--- src/rtl/iq_fifo_pkg.sv ---
// Shared types and defaults for the IQ FIFO bridge toward the STM32 nibble interface.
// Optional feature macro used by the top: IQ_FIFO_DROP_COUNT_EN.
package iq_fifo_pkg;

    localparam int unsigned SAMPLE_W_DEF = 16;
    localparam int unsigned DEPTH_DEF    = 8;

    typedef enum logic {
        FILL = 1'b0,
        RUN  = 1'b1
    } state_t;

    typedef struct packed {
        logic signed [SAMPLE_W_DEF-1:0] i;
        logic signed [SAMPLE_W_DEF-1:0] q;
    } iq_pair_t;

endpackage

--- src/rtl/sync_rise.sv ---
// Two-flop synchroniser for an asynchronous line plus a registered rising-edge detector.
// A raw rise shows up on rise as a one-cycle pulse three clk edges later.
module sync_rise (
    input  logic clk,
    input  logic rst_n,
    input  logic din,
    output logic rise
);

    logic meta;
    logic sync;
    logic sync_d;

    always_ff @(posedge clk or negedge rst_n) begin
        if (!rst_n) begin
            meta   <= 1'b0;
            sync   <= 1'b0;
            sync_d <= 1'b0;
            rise   <= 1'b0;
        end else begin
            meta   <= din;
            sync   <= meta;
            sync_d <= sync;
            rise   <= sync & ~sync_d;
        end
    end

endmodule

--- src/rtl/iq_fifo_bridge.sv ---
// Buffers decimated I/Q pairs and releases one pair per STM32 frame-start (DATA_SYNC rise).
// Define IQ_FIFO_DROP_COUNT_EN to build the saturating dropped-sample counter.
module iq_fifo_bridge
    import iq_fifo_pkg::*;
#(
    parameter int unsigned SAMPLE_W    = SAMPLE_W_DEF,
    parameter int unsigned DEPTH       = DEPTH_DEF,
    parameter int unsigned PRIME_LEVEL = DEPTH / 2
) (
    input  logic                     clk_in,
    input  logic                     rst_n,
    input  logic [SAMPLE_W-1:0]      in_I,
    input  logic [SAMPLE_W-1:0]      in_Q,
    input  logic                     in_valid,
    input  logic                     DATA_SYNC,
    input  logic                     clear_flags,
    output logic [SAMPLE_W-1:0]      I,
    output logic [SAMPLE_W-1:0]      Q,
    output logic [$clog2(DEPTH):0]   fifo_level,
    output logic                     overflow,
    output logic                     underflow,
    output logic [7:0]               drop_count
);

    localparam int unsigned PTR_W = $clog2(DEPTH);
    localparam int unsigned LVL_W = PTR_W + 1;

    typedef struct packed {
        logic [SAMPLE_W-1:0] i;
        logic [SAMPLE_W-1:0] q;
    } pair_t;

    // Reset asserts asynchronously, releases two clk_in edges after rst_n rises
    logic [1:0] rst_pipe;
    logic       rst_int_n;

    always_ff @(posedge clk_in or negedge rst_n) begin
        if (!rst_n) begin
            rst_pipe <= 2'b00;
        end else begin
            rst_pipe <= {rst_pipe[0], 1'b1};
        end
    end

    assign rst_int_n = rst_pipe[1];

    logic pop_req;

    sync_rise u_sync_rise (
        .clk   (clk_in),
        .rst_n (rst_int_n),
        .din   (DATA_SYNC),
        .rise  (pop_req)
    );

    pair_t            mem [DEPTH];
    logic [PTR_W-1:0] rd_ptr;
    logic [PTR_W-1:0] wr_ptr;
    logic [LVL_W-1:0] level;
    state_t           state;
    state_t           state_next;
    logic             pop_c;
    logic             unf_c;
    logic             wr_c;
    logic             ovf_c;

    always_ff @(posedge clk_in or negedge rst_int_n) begin
        if (!rst_int_n) begin
            state <= FILL;
        end else begin
            state <= state_next;
        end
    end

    always_comb begin
        state_next = state;
        case (state)
            FILL:    if (level >= LVL_W'(PRIME_LEVEL)) state_next = RUN;
            RUN:     if (pop_req && (level == '0)) state_next = FILL;
            default: state_next = FILL;
        endcase
    end

    // A pop frees a slot, so a write into a full FIFO on the same edge is still accepted
    always_comb begin
        pop_c = 1'b0;
        unf_c = 1'b0;
        wr_c  = 1'b0;
        ovf_c = 1'b0;
        if ((state == RUN) && pop_req) begin
            if (level != '0) pop_c = 1'b1;
            else             unf_c = 1'b1;
        end
        if (in_valid) begin
            if ((level != LVL_W'(DEPTH)) || pop_c) wr_c  = 1'b1;
            else                                   ovf_c = 1'b1;
        end
    end

    always_ff @(posedge clk_in) begin
        if (wr_c) begin
            mem[wr_ptr] <= '{i: in_I, q: in_Q};
        end
    end

    always_ff @(posedge clk_in or negedge rst_int_n) begin
        if (!rst_int_n) begin
            rd_ptr    <= '0;
            wr_ptr    <= '0;
            level     <= '0;
            I         <= '0;
            Q         <= '0;
            overflow  <= 1'b0;
            underflow <= 1'b0;
        end else begin
            if (wr_c) begin
                wr_ptr <= wr_ptr + PTR_W'(1);
            end
            if (pop_c) begin
                rd_ptr <= rd_ptr + PTR_W'(1);
                I      <= mem[rd_ptr].i;
                Q      <= mem[rd_ptr].q;
            end
            case ({wr_c, pop_c})
                2'b10:   level <= level + LVL_W'(1);
                2'b01:   level <= level - LVL_W'(1);
                default: level <= level;
            endcase
            // A new event outranks a coincident clear
            if (ovf_c)            overflow  <= 1'b1;
            else if (clear_flags) overflow  <= 1'b0;
            if (unf_c)            underflow <= 1'b1;
            else if (clear_flags) underflow <= 1'b0;
        end
    end

    assign fifo_level = level;

`ifdef IQ_FIFO_DROP_COUNT_EN
    always_ff @(posedge clk_in or negedge rst_int_n) begin
        if (!rst_int_n) begin
            drop_count <= '0;
        end else if (ovf_c) begin
            if (drop_count != 8'hFF) drop_count <= drop_count + 8'd1;
        end else if (clear_flags) begin
            drop_count <= '0;
        end
    end
`else
    assign drop_count = '0;
`endif

endmodule

--- config.mk ---
export PLATFORM = sky130hd
export DESIGN_NAME = iq_fifo_bridge
export DESIGN_NICKNAME = d
export VERILOG_FILES = /design/src/rtl/iq_fifo_pkg.sv /design/src/rtl/sync_rise.sv /design/src/rtl/iq_fifo_bridge.sv
export SDC_FILE = /design/constraint.sdc
export NUM_CORES = 1
export LEC_CHECK = 0
export CAP_MARGIN = 20
export CORE_AREA = 5 5 186 116
export CTS_BUF_LIST = sky130_fd_sc_hd__clkbuf_4 sky130_fd_sc_hd__clkbuf_8
export DETAILED_ROUTE_END_ITERATION = 7
export DIE_AREA = 0 0 191 121
export PLACE_DENSITY = 0.88
export SETUP_SLACK_MARGIN = 0.5
export SLEW_MARGIN = 20
export SYNTH_ARGS = -nofsm -noshare
export SYNTH_HDL_FRONTEND = slang
export SYNTH_SLANG_ARGS = --single-unit
--- constraint.sdc ---
create_clock -name clk_in -period 1.93 [get_ports clk_in]
set_clock_uncertainty 0.05 [all_clocks]
set_input_delay 0.4825 -clock clk_in [delete_from_list [all_inputs] [get_ports clk_in]]
set_output_delay 0.4825 -clock clk_in [all_outputs]
set_load 0.01 [all_outputs]
==> flow_summary.toml, run 1 <==
[setup_path]
critical_path_peak_fanout = 2
crit_family = "simple AND/OR/NAND/NOR gates"
worst_setup_path_end_kind = "flop"
worstPathRequired_ps = 2370
crit_path_start = "fifo_level[3]$_DFFE_PN0P_"
endpoint = "fifo_level[3]$_DFFE_PN0P_"
crit_chain = "or4_4, nand3b_1, inv_2, ha_1, nand3_2, a21bo_2, o32ai_4, xor2_1"
slowest_stage = "or4_4"
crit_arrival_ps = 2850
reg2reg_from = "fifo_level[3]$_DFFE_PN0P_"
r2r_cells = 8
crit_cells = 8
worst_setup_path_start_kind = "flop"
critical-path-max-stage-delay_ps = 540
criticalPathCategory = "reg2reg"
r2r_slack_ps = -480
timing.rr.end = "fifo_level[3]$_DFFE_PN0P_"
critPathBufInv = 1

[clocking]
clock-sinks = 307
cts_max_level = 2
path_clk_slew_ps = 60
cts_tree = "built"
clk_path_buf_depth = 3
cts_buffers = 43
clock-root-buffer = "clkbuf_8"
clkLatencyLatePin_ps = 590

[sta]
rsz0062_at_grt = "true"
finalHoldViolCount = 0
clock.fmax_ghz = 0.415
tightestPinTransition_ps = 607
slew_viol_final = 0
setup_viol = 298
slew_headroom_pct = 59.6
min_period_ps = 2410
worst_slack_ps = -477
holdWs_ps = 21.9
fin_crit_sh_pct = 125

[finish]
final_cell_mix = "256 x edfxtp_1, 129 x mux2i_1, 64 x a22oi_1"
register_area_um2 = 8970
nets = 970
layout_commonest_cell = "edfxtp_1"
multi_input_area_um2 = 3090
n_fill_cell = 909
area_growth_pct = 35.2
diodes = 0
final_layout_size_suffix_gt1_share_pct = 34.5

[pwr]
seqPwrFrac_pct = 38.6
p_sw_mw = 8.49
combPwrFrac_pct = 39.0
power.leakage_nw = 6.21
pwr_density_cell_nw_per_um2 = 1500
internal-power_mw = 15.4
peakVddDrop_mv = 0.743
p_clk_share_pct = 22.4
switching_share_pct = 35.5
power_mw = 23.9

[route]
vias_per_cell = 6.40
route.vias.total = 7902
routed_wl_um = 37300
drc = 0
ant_nets = 0
drt-pass1-iter-count = 5
drt_iter0_drc = 1118
wl_per_cell_um = 30.2

[floorplanning]
die_h_um = 121
ios = 83
core_area_um2 = 19700
die_w_um = 191
initial_core_util_pct = 60.1
row_count = 40
die_area_um2 = 23100

[logic_synthesis]
synth_area_per_cell_um2 = 16.7
seq_area_frac_synth_pct = 75.9
ys_seq_elements = 307
synth_edf_count = 256
ys.flop_type = "edfxtp_1"
syn-cell-area_um2 = 11800
async_flop_share_pct = 16.6
synthCells = 707
ys_warn_count = 0
yosysUniqueCellTypes = 35

[grt]
grt_max_degree = 36
antenna_found_initial = 0
grt_pass1_vias = 7788
overflow = 0
grt.total_usage_pct = 28.7
grt_pass1_wl_um = 48500

[placement]
port-buffer-count = 74
dp_hpwl_um = 16700
gp_congestion = 0.877

[run]
drv_cap = 0

[run_status]
status = "finished, violations left"
violations = "negative setup slack"

[hold_path]
hold_class = "in2async"
-- registers in the layout, indices dropped and copies added, names as in the netlist --
| name | cells |
|---|---|
| I | 16 |
| Q | 16 |
| fifo_level | 4 |
| mem | 256 |
| overflow | 1 |
| rd_ptr | 3 |
| rst_pipe | 2 |
| state | 1 |
| u_sync_rise.meta | 1 |
| u_sync_rise.rise | 1 |
| u_sync_rise.sync | 1 |
| u_sync_rise.sync_d | 1 |
| underflow | 1 |
| wr_ptr | 3 |
-- how the worst min path moves through the flow --
| stage | startpoint | end | slack [ps] | cells past startpoint |
|---|---|---|---|---|
| final | rst_n | rst_pipe[0]$_DFF_PN0_ | 20 | 1 |
| after detailed placement | rst_pipe[1]$_DFF_PN0_ | Q[6]$_DFFE_PN0P_ | 160 | 0 |
| after CTS | rst_n | rst_pipe[0]$_DFF_PN0_ | 30 | 1 |
| after global routing | rst_n | rst_pipe[0]$_DFF_PN0_ | 10 | 1 |
| after global placement | rst_pipe[1]$_DFF_PN0_ | Q[6]$_DFFE_PN0P_ | 150 | 0 |
| after floorplan | rst_n | rst_pipe[0]$_DFF_PN0_ | 140 | 0 |
-- area by class of cell --
cell class / instances / area share (%)
clock inverters: 13 / 0.502
flip-flops and latches: 307 / 56.2
inverters: 4 / 0.0940
multi-input cells: 356 / 19.4
well taps: 273 / 2.14
repair buffers: 216 / 16.7
clock buffers: 66 / 5.02
-- routing by layer --
metal  GRT usage [%]  part of all wire [%]  vias to the layer above
met2            45.6                    46                      702
met3            7.73                    13                      135
met1            39.0                    37                     3918
met4            9.82                   4.6                        0
met5               0                     0                        -
li1                -                     -                     3147
-- logic make-up (layout without fill, tap and decap cells) --
logic type	Yosys count	after routing	share of synthesized area, %
AO/OA/AOI/OAI	73	73	4.79
XOR/XNOR	8	8	0.593
adder cells (fa/ha/maj)	5	5	0.593
buffers and inverters	51	299	2.07
flip-flops	307	307	75.9
multiplexers	130	130	11.0
other	2	9	0.0636
AND/OR/NAND/NOR	131	131	4.99
-- Yosys cell counts, types with 3 or more instances --
| library cell | count | area share [%] |
|---|---|---|
| dfrtp_1 | 51 | 11 |
| nor2b_1 | 3 | 0.16 |
| nand2_1 | 74 | 2.4 |
| nand3_1 | 36 | 1.5 |
| buf_2 | 12 | 0.51 |
| buf_4 | 8 | 0.51 |
| a22oi_1 | 64 | 4.1 |
| edfxtp_1 | 256 | 65 |
| inv_1 | 4 | 0.13 |
| clkbuf_1 | 26 | 0.83 |
| xnor2_1 | 7 | 0.52 |
| ha_1 | 4 | 0.42 |
| nor2_1 | 4 | 0.13 |
| nor3_1 | 4 | 0.17 |
| mux2i_1 | 129 | 11 |
-- power groups by stage --
stage	clock network [mW]	registers, mW	logic [mW]
floorplan	0	9.30	4.04
global placement	0	9.14	6.63
detailed placement	0	9.24	6.94
CTS	5.13	9.11	8.15
global route	5.66	9.29	9.66
finish	5.35	9.23	9.34
-- per-stage QoR --
step / utilization (%) / TNS, ps / cells / instance area (µm²) / worst slack [ps]
final: 81.2 / -91730 / 1235 / 16000 / -477
after CTS: 78.7 / -35820 / 1216 / 15500 / -330
after detailed placement: 69.4 / -80030 / 1065 / 13600 / -496
after global placement: 69.4 / -78750 / 1065 / 13600 / -431
after global routing: 81.2 / -93840 / 1235 / 16000 / -523
after floorplan: - / -44890 / 714 / 12300 / -459
-- timing repair --
| action | CTS | global route |
|---|---|---|
| hold buffers | 0 | 0 |
| cloned | 17 | 11 |
| setup buffers | 55 | 8 |
| setup endpoints to repair | 336 | 339 |
| gates resized for setup | 217 | 24 |
| pin swaps | 9 | 7 |
No activity file was read; power rests on OpenSTA's default activity.
==> inputs of run 2 (changes only) <==
Settings changed: CAP_MARGIN 20 to unset.
==> results of run 2 <==
Final layout, timing and power as in run 1 (identical DEF).
